### config.mk
export PLATFORM = sky130hd
export DESIGN_NAME = andgate2_exerciser_flat
export DESIGN_NICKNAME = d
export VERILOG_FILES = /design/src/rtl/lab01_pkg.sv /design/src/rtl/andgate2_exerciser_if.sv /design/src/rtl/andgate2_exerciser_settle_timer.sv /design/src/rtl/andgate2_exerciser.sv /design/src/flat_wrapper.sv
export SDC_FILE = /design/constraint.sdc
export NUM_CORES = 1
export LEC_CHECK = 0
export CORE_MARGIN = 2
export CORE_UTILIZATION = 56
export DETAILED_ROUTE_END_ITERATION = 10
export GPL_ROUTABILITY_DRIVEN = 1
export GPL_TIMING_DRIVEN = 1
export PLACE_DENSITY = 0.84
export SYNTH_ARGS = -nofsm -noshare
export SYNTH_HDL_FRONTEND = slang
export SYNTH_SLANG_ARGS = --single-unit
### constraint.sdc
create_clock -name clk -period 3.7 [get_ports clk]
set_clock_uncertainty 0.2 [all_clocks]
set_input_delay 0.37 -clock clk [delete_from_list [all_inputs] [get_ports clk]]
set_output_delay 0.37 -clock clk [all_outputs]
set_load 0.05 [all_outputs]
### src/rtl/lab01_pkg.sv
// Shared definitions for the AND-gate exerciser: FSM state encoding and
// the default per-vector settle time.
package lab01_pkg;

    typedef enum logic [1:0] {
        IDLE   = 2'd0,
        SETTLE = 2'd1,
        CHECK  = 2'd2,
        DONE   = 2'd3
    } state_t;

    localparam int DEFAULT_SETTLE_CYCLES = 2;
    localparam int TIMER_W               = 8;

endpackage

### src/rtl/andgate2_exerciser_if.sv
// Signal bundle between the exerciser (master) and the gate under test plus
// whoever starts runs and reads results (slave).
//
// Handshake: start is a level, sampled on every rising edge. It is acted on
// only when the exerciser is idle or done (busy low). busy and done are
// registered and mutually exclusive. Results are valid whenever done is high.
interface andgate2_exerciser_if #(
    parameter int N_IN = 2
);
    logic            start;
    logic [N_IN-1:0] stim;
    logic            resp;
    logic            busy;
    logic            done;
    logic            pass;
    logic [N_IN:0]   err_count;
    logic [N_IN-1:0] first_fail;

    modport master (
        input  start, resp,
        output stim, busy, done, pass, err_count, first_fail
    );

    modport slave (
        output start, resp,
        input  stim, busy, done, pass, err_count, first_fail
    );
endinterface

### src/rtl/andgate2_exerciser_settle_timer.sv
// Loadable down-counter with a zero flag; paces how long each vector is held.
module settle_timer #(
    parameter int W = 8
) (
    input  logic         clk_i,
    input  logic         rst_n_i,
    input  logic         load_i,
    input  logic [W-1:0] load_val_i,
    input  logic         dec_i,
    output logic         zero_o
);
    logic [W-1:0] cnt_q, cnt_d;

    always_comb begin
        cnt_d = cnt_q;
        if (load_i) begin
            cnt_d = load_val_i;
        end else if (dec_i && (cnt_q != '0)) begin
            cnt_d = cnt_q - W'(1);
        end
    end

    always_ff @(posedge clk_i or negedge rst_n_i) begin
        if (!rst_n_i) begin
            cnt_q <= '0;
        end else begin
            cnt_q <= cnt_d;
        end
    end

    assign zero_o = (cnt_q == '0);
endmodule

### src/rtl/andgate2_exerciser.sv
// Walks every input vector of an N-input AND gate, holds each for a settle
// time, and scores the gate response against the expected AND.
module andgate2_exerciser
    import lab01_pkg::*;
#(
    parameter int N_IN          = 2,
    parameter int SETTLE_CYCLES = DEFAULT_SETTLE_CYCLES
) (
    input  logic                clk,
    input  logic                reset_n,
    andgate2_exerciser_if.master bus,
    output state_t              dbg_state_o
);
    localparam logic [N_IN-1:0]    LAST_VEC    = '1;
    localparam logic [N_IN-1:0]    STIM_ONE    = N_IN'(1);
    localparam logic [N_IN:0]      ERR_ONE     = (N_IN + 1)'(1);
    localparam logic [TIMER_W-1:0] SETTLE_LOAD = TIMER_W'(SETTLE_CYCLES - 1);

    state_t          state_q, state_d;
    logic [N_IN-1:0] stim_q, stim_d;
    logic [N_IN:0]   err_q, err_d;
    logic [N_IN-1:0] ff_q, ff_d;
    logic            busy_q, busy_d;
    logic            done_q, done_d;
    logic            tmr_load, tmr_dec, tmr_zero;

    settle_timer #(.W(TIMER_W)) u_settle_timer (
        .clk_i      (clk),
        .rst_n_i    (reset_n),
        .load_i     (tmr_load),
        .load_val_i (SETTLE_LOAD),
        .dec_i      (tmr_dec),
        .zero_o     (tmr_zero)
    );

    always_comb begin
        state_d  = state_q;
        stim_d   = stim_q;
        err_d    = err_q;
        ff_d     = ff_q;
        busy_d   = busy_q;
        done_d   = done_q;
        tmr_load = 1'b0;
        tmr_dec  = 1'b0;
        case (state_q)
            IDLE, DONE: begin
                if (bus.start) begin
                    state_d  = SETTLE;
                    stim_d   = '0;
                    err_d    = '0;
                    ff_d     = '0;
                    busy_d   = 1'b1;
                    done_d   = 1'b0;
                    tmr_load = 1'b1;
                end
            end
            SETTLE: begin
                if (tmr_zero) state_d = CHECK;
                else          tmr_dec = 1'b1;
            end
            CHECK: begin
                // Only the first mismatch of a run records its vector.
                if (bus.resp != (&stim_q)) begin
                    err_d = err_q + ERR_ONE;
                    if (err_q == '0) ff_d = stim_q;
                end
                if (stim_q == LAST_VEC) begin
                    state_d = DONE;
                    busy_d  = 1'b0;
                    done_d  = 1'b1;
                end else begin
                    stim_d   = stim_q + STIM_ONE;
                    tmr_load = 1'b1;
                    state_d  = SETTLE;
                end
            end
            default: state_d = IDLE;
        endcase
    end

    always_ff @(posedge clk or negedge reset_n) begin
        if (!reset_n) begin
            state_q <= IDLE;
            stim_q  <= '0;
            err_q   <= '0;
            ff_q    <= '0;
            busy_q  <= 1'b0;
            done_q  <= 1'b0;
        end else begin
            state_q <= state_d;
            stim_q  <= stim_d;
            err_q   <= err_d;
            ff_q    <= ff_d;
            busy_q  <= busy_d;
            done_q  <= done_d;
        end
    end

    assign bus.stim       = stim_q;
    assign bus.busy       = busy_q;
    assign bus.done       = done_q;
    assign bus.err_count  = err_q;
    assign bus.first_fail = ff_q;
    assign bus.pass       = done_q && (err_q == '0);
    assign dbg_state_o    = state_q;
endmodule

### src/flat_wrapper.sv
// flat-port wrapper written by rule: the top's interface ports become plain ports
module andgate2_exerciser_flat import lab01_pkg::*;
#(
    parameter int N_IN          = 2,
    parameter int SETTLE_CYCLES = DEFAULT_SETTLE_CYCLES
)
  (clk, reset_n, dbg_state_o, bus_start, bus_resp, bus_stim, bus_busy, bus_done, bus_pass, bus_err_count, bus_first_fail);
  andgate2_exerciser_if #(.N_IN(N_IN)) bus_i ();
  input  logic clk;
  input  logic reset_n;
  output state_t dbg_state_o;
  input wire logic [$bits(bus_i.start)-1:0] bus_start;
  input wire logic [$bits(bus_i.resp)-1:0] bus_resp;
  output wire logic [$bits(bus_i.stim)-1:0] bus_stim;
  output wire logic [$bits(bus_i.busy)-1:0] bus_busy;
  output wire logic [$bits(bus_i.done)-1:0] bus_done;
  output wire logic [$bits(bus_i.pass)-1:0] bus_pass;
  output wire logic [$bits(bus_i.err_count)-1:0] bus_err_count;
  output wire logic [$bits(bus_i.first_fail)-1:0] bus_first_fail;
  assign bus_i.start = bus_start;
  assign bus_i.resp = bus_resp;
  assign bus_stim = bus_i.stim;
  assign bus_busy = bus_i.busy;
  assign bus_done = bus_i.done;
  assign bus_pass = bus_i.pass;
  assign bus_err_count = bus_i.err_count;
  assign bus_first_fail = bus_i.first_fail;
  andgate2_exerciser #(.N_IN(N_IN), .SETTLE_CYCLES(SETTLE_CYCLES)) u_core (.clk(clk), .reset_n(reset_n), .bus(bus_i), .dbg_state_o(dbg_state_o));
endmodule
# Yosys cells after proc, flatten, opt, wreduce, memory -nomap -nowiden
# Cells that the tools add are included.
[word_totals]
ff_bits = 19
input_bits = 4
out_inout_bits = 12
elab_cells = 62
[op_classes]
addsub = 3
eq_ne = 11
muxes = 26
n_reduce_logical = 15
[ops]
columns = ["operator", "n"]
rows = [
  ["8-bit two-way mux", 2],
  ["2-bit two-way mux", 7],
  ["3-bit AND reduction", 3],
  ["8-bit zero test", 1],
  ["1-bit two-way mux", 8],
  ["2-bit by 1-bit != test with 1-bit output (second input constant)", 4],
  ["2-bit case mux with 2 select lines", 2],
  ["8-bit nonzero test", 1],
  ["8-bit by 1-bit subtractor with 8-bit output (second input constant)", 1],
  ["2-bit equality test (second input constant)", 3],
  ["3-bit two-way mux", 2],
  ["1-bit case mux with 2 select lines", 3],
  ["2-bit case mux with 3 select lines", 1],
  ["3-bit case mux with 2 select lines", 1],
  ["2-bit != test (second input constant)", 2],
  ["2-bit AND reduction", 2],
  ["4-bit AND reduction", 1],
  ["2-bit nonzero test", 2],
  ["3-bit by 1-bit adder with 3-bit output (second input constant)", 1],
  ["3-bit zero test", 1],
  ["2-bit by 1-bit adder with 2-bit output (second input constant)", 1],
  ["2-bit by 1-bit equality test with 1-bit output (second input constant)", 1],
  ["1-bit logical AND", 2],
  ["2-bit zero test", 1],
  ["other kinds (2)", 2],
]

# Longest topological paths before layout
[depth]
ltp_word = 6
ltp_mapped = 7
depth_no_buf = 6

# Modules after synthesis
# A second synthesis with hierarchy kept.
[hier_totals]
hier_cells = 153
area_unflattened_um2 = 1310.0
[modules_own_cells]
columns = ["module", "instances", "cells_each", "area_per_inst_um2", "seq_area_each_um2"]
rows = [
  ["andgate2_exerciser", 1, 95, 782.0, 275.3],
  ["settle_timer", 1, 58, 528.0, 200.2],
]

# Worst setup path after synthesis
# No wires, ideal clock.
[synth_timing]
path_kind = "register to register"
startpoint = "reg u_core.state_q[0], in the netlist u_core.dbg_state_o[0]"
endpoint = "reg u_core.u_settle_timer.cnt_q[7]"
setup_ns = 0.129
t_arrival_ns = 1.918
required_time_ns = 3.371
path_slack_ns = 1.453
path_stages_with_launch = 7
n_path_buf = 1
synth_period_minus_slack_ns = 2.247
cell_sequence = "dfrtp_1 -> ha_1 -> clkbuf_1 -> nor4b_1 -> and2b_2 -> mux2i_1 -> nor2_1"
[synth_via]
elab_chain_len = 4
elab_cells_between_ends = 10
classes_between = "eq/ne (3); mux (3); reduce/logical (4)"
[synth_lines]
columns = ["item", "line", "text"]
rows = [
  ["start, declared", "andgate2_exerciser.sv:19", "state_t state_q, state_d;"],
  ["start signal, assigned", "andgate2_exerciser.sv:90", "state_q <= state_d;"],
  ["2-bit equality test, or another cell as far along", "andgate2_exerciser.sv:45", "case (state_q)"],
  ["2-bit OR reduction or 1-bit two-way mux (tied branches)", "andgate2_exerciser.sv:45", ""],
  ["1-bit case mux with 2 select lines or 1-bit logical AND (tied branches)", "andgate2_exerciser.sv:45, andgate2_exerciser_settle_timer.sv:18", ""],
  ["8-bit two-way mux or 2-bit nonzero test (tied branches)", "-", ""],
  ["end signal, assigned", "andgate2_exerciser_settle_timer.sv:27", "cnt_q <= cnt_d;"],
  ["end, declared", "andgate2_exerciser_settle_timer.sv:12", "logic [W-1:0] cnt_q, cnt_d;"],
]
# Several ways; a longest one is shown, not always the timed one.
# A chain may end at the register's enable or synchronous reset.

# Final worst setup path
[layout_timing]
startpoint = "reg u_core.err_q[0], in the netlist u_core.bus.err_count[0]"
endpoint = "out bus_pass"
[layout_via]
elab_chain_len = 2
[layout_lines]
columns = ["item", "line", "text"]
rows = [
  ["start, declared", "andgate2_exerciser.sv:21", "logic [N_IN:0] err_q, err_d;"],
  ["start signal, assigned", "andgate2_exerciser.sv:92", "err_q <= err_d;"],
  ["3-bit zero test", "andgate2_exerciser.sv:104", "assign bus.pass = done_q && (err_q == '0);"],
  ["1-bit logical AND", "andgate2_exerciser.sv:104", ""],
  ["end, declared", "flat_wrapper.sv:17", "output wire logic [$bits(bus_i.pass)-1:0] bus_pass;"],
]
# No other way between the ends.

==> flow_summary_export.csv <==
group,metric,value,unit
synthesis,synth_most_common_cell,"dfrtp_1",
synthesis,synth-main-ff-cell,"dfrtp_1",
setup_path,crit_fanout,4,
synthesis,yosysWarnings,0,
synthesis,synth-async-reset-ratio,100,%
synthesis,postSynthCellCount,110,
synthesis,synth_edf_count,0,
synthesis,yosys-top-cells-count,"dfrtp_1, nand2_1, nor2_1, inv_1, ha_1",
setup_path,r2r_slack,1.57,ns
clock_network,numCtsBuffers,3,
floorplanning,initial_core_util,60.4,%
timing,finalCriticalPeriod,2.52,ns
clock_network,hold_buffers,0,
synthesis,synth.avg_cell_area,9.69,um^2
setup_path,required,3.13,ns
clock_network,cts_tree,"built",
synthesis,seq_area_frac_synth,44.6,%
timing,fmax,0.397,GHz
global_routing,grt_pass1_vias,774,
detailed_routing,vias_per_cell,5.39,
timing,min_period_over_period,68.1,%
floorplanning,core_area,1760,um^2
timing,tns,0,ns
global_routing,antenna_found_initial,0,
detailed_routing,ant_nets,0,
timing,maxSlewViolCount,0,
setup_path,arrival,1.95,ns
floorplanning,die_y,47.6,um
clock_network,ctsHtreeMaxLevel,1,
timing,setup_slack,1.18,ns
placement,port_buffers,15,
placement,hpwl,1.52,mm
detailed_routing,drc,0,
synthesis,synthesis.nets,122,
synthesis,ys_ff_latch,19,
clock_network,clk_latency,0.30,ns
pwr,leakagePower,0.567,nW
setup_path,startpoint_type,"flop",
pwr,vdd_drop_max,0.674,mV
timing,setup_viol,0,
layout,final_nets,140,
clock_network,postCtsSetupRepairBufs,0,
timing,relSlewSlack,46.6,%
placement,placedCellCount,148,
global_routing,overflow,0,
clock_network,cts_root_buffer,"clkbuf_4",
floorplanning,die_x,47.6,um
detailed_routing,drt_iter0_drc,17,
clock_network,cts_resized,0,
detailed_routing,vias,819,
timing,worst_pin_slew,0.798,ns
pwr,pwr_density_cell,890,nW/um^2
detailed_routing,first_pass_iters,4,
global_routing,grt.total_usage,22.0,%
setup_path,cp-end-kind,"primary output",
layout,syn_to_final_growth,18.9,%
status,status,"completed",
layout,drive_above_1_share,6.30,%
floorplanning,die_area,2270,um^2
clock_network,path_clk_slew,0.11,ns
min_path,min_path_type,"flop to flop",
floorplanning,ioPinCount,16,
floorplanning,rows,15,
detailed_routing,wl_per_cell,13.2,um
synthesis,synth_top_cell_by_area,"dfrtp_1",
detailed_routing,wl,2.00,mm
timing,hold_viol,0,
layout,diodes,0,
synthesis,synth.distinct_cells,27,
layout,final_cells,152,
placement,gp_congestion,0.762,
clock_network,cts_sinks,19,
timing,hold_slack,0.288,ns
clock_network,clock_tree.buffer_depth,2,
pwr,p_total,0.00113,W
timing,rsz0062_at_grt,"no",
synthesis,netlist_area,1070,um^2
global_routing,grt_pass1_wl,3.39,mm
job,maxCapViolations,0,
placement,dp_slack,1.50,ns
synthesis,yosysTopAreaCellShare,44.6,%
global_routing,grt_max_degree,20,
synthesis,synth_area_leaders,"dfrtp_1, ha_1, mux2i_1",
setup_path,path_class,"flop to primary output",
## flip-flops by register name (all words and copies together), names as in the netlist
name                         flops
u_core.bus.busy                  1
u_core.bus.first_fail            2
u_core.bus.done                  1
u_core.bus.err_count             3
u_core.dbg_state_o               2
u_core.u_settle_timer.cnt_q      8
u_core.bus.stim                  2
## cells in the final DEF, fill, tap and decap left out, drive strengths merged
cell | Yosys | layout
dfrtp | 19 | 19
inv | 11 | 11
o2111ai | 1 | 1
clkinv | 0 | 1
nor4 | 1 | 1
o31ai | 2 | 2
ha | 8 | 8
a21o | 3 | 3
or4 | 1 | 1
nand2 | 12 | 12
clkdlybuf4s50 | 0 | 15
nor2 | 12 | 12
nor2b | 1 | 1
a211oi | 1 | 1
clkbuf | 2 | 3
mux2 | 1 | 1
xnor2 | 2 | 2
and2b | 1 | 1
xor2 | 1 | 1
o211ai | 2 | 2
a21oi | 5 | 5
nand3 | 2 | 2
o21ai | 6 | 6
nor3 | 1 | 1
nor4b | 1 | 1
nand2b | 4 | 4
mux2i | 6 | 6
a22o | 4 | 4
## path summary, 6_finish.rpt
path,start,end,depth (start not counted)
setup / recovery,u_core.bus.err_count[0]$_DFFE_PN0P_,bus_pass,5
hold / removal,u_core.bus.busy$_DFFE_PN0P_,u_core.bus.busy$_DFFE_PN0P_,1
setup reg to reg,u_core.dbg_state_o[1]$_DFFE_PN0P_,u_core.u_settle_timer.cnt_q[7]$_DFFE_PN0P_,6
hold reg to reg,u_core.bus.busy$_DFFE_PN0P_,u_core.bus.busy$_DFFE_PN0P_,1
min in group asynchronous,reset_n,u_core.bus.busy$_DFFE_PN0P_,1
max in group asynchronous,reset_n,u_core.bus.err_count[1]$_DFFE_PN0P_,1
## logic make-up (layout without fill, tap and decap cells)
group	count (synthesis)	after routing	synth area share [%]
AND/OR/NAND/NOR	36	36	16.1
AO/OA/AOI/OAI	24	24	16.2
XOR/XNOR	3	3	2.47
adder cells (fa/ha/maj)	8	8	9.39
multiplexers	7	7	6.69
buffers and inverters	13	30	4.58
flip-flops	19	19	44.6
## critical path: stages (launching register included)
cell and delay (ns):
dfrtp_1 0.43, inv_1 0.10, ha_1 0.15, nand2b_1 0.07, nor2_1 0.09, clkdlybuf4s50_1 0.81
## power breakdown
part / internal [W] / total [W] / switching [W]
registers: 0.000279 / 0.000350 / 0.0000715
logic: 0.000256 / 0.000670 / 0.000414
clock network: 0.0000404 / 0.000108 / 0.0000674
total: 0.000575 / 0.00113 / 0.000553
## per-stage QoR
| step | utilization [%] | instance area (um^2) |
|---|---|---|
| after detailed placement | 70.3 | 1240 |
| after global routing | 71.8 | 1270 |
| after global placement | 70.3 | 1240 |
| final | 71.8 | 1270 |
| after CTS | 71.8 | 1270 |
| after floorplan | - | 1070 |
## layout make-up
cell class | instances | area, um^2
clock buffers | 3 | 22.5
repair buffers | 15 | 150
well taps | 25 | 31.3
clock inverters | 1 | 5.00
fillers | 151 | 497
inverters | 11 | 41.3
multi-input cells | 78 | 542
flip-flops and latches | 19 | 475
## per-layer routing
layer  wire length [um]  share of wire (%)  GRT usage [%]
met3                 49                2.4           4.53
met2                977                 49           36.2
met1                933                 47           28.0
met5                  0                  0              0
met4                 43                2.1           9.73
Power figures use the tool's default switching activity.
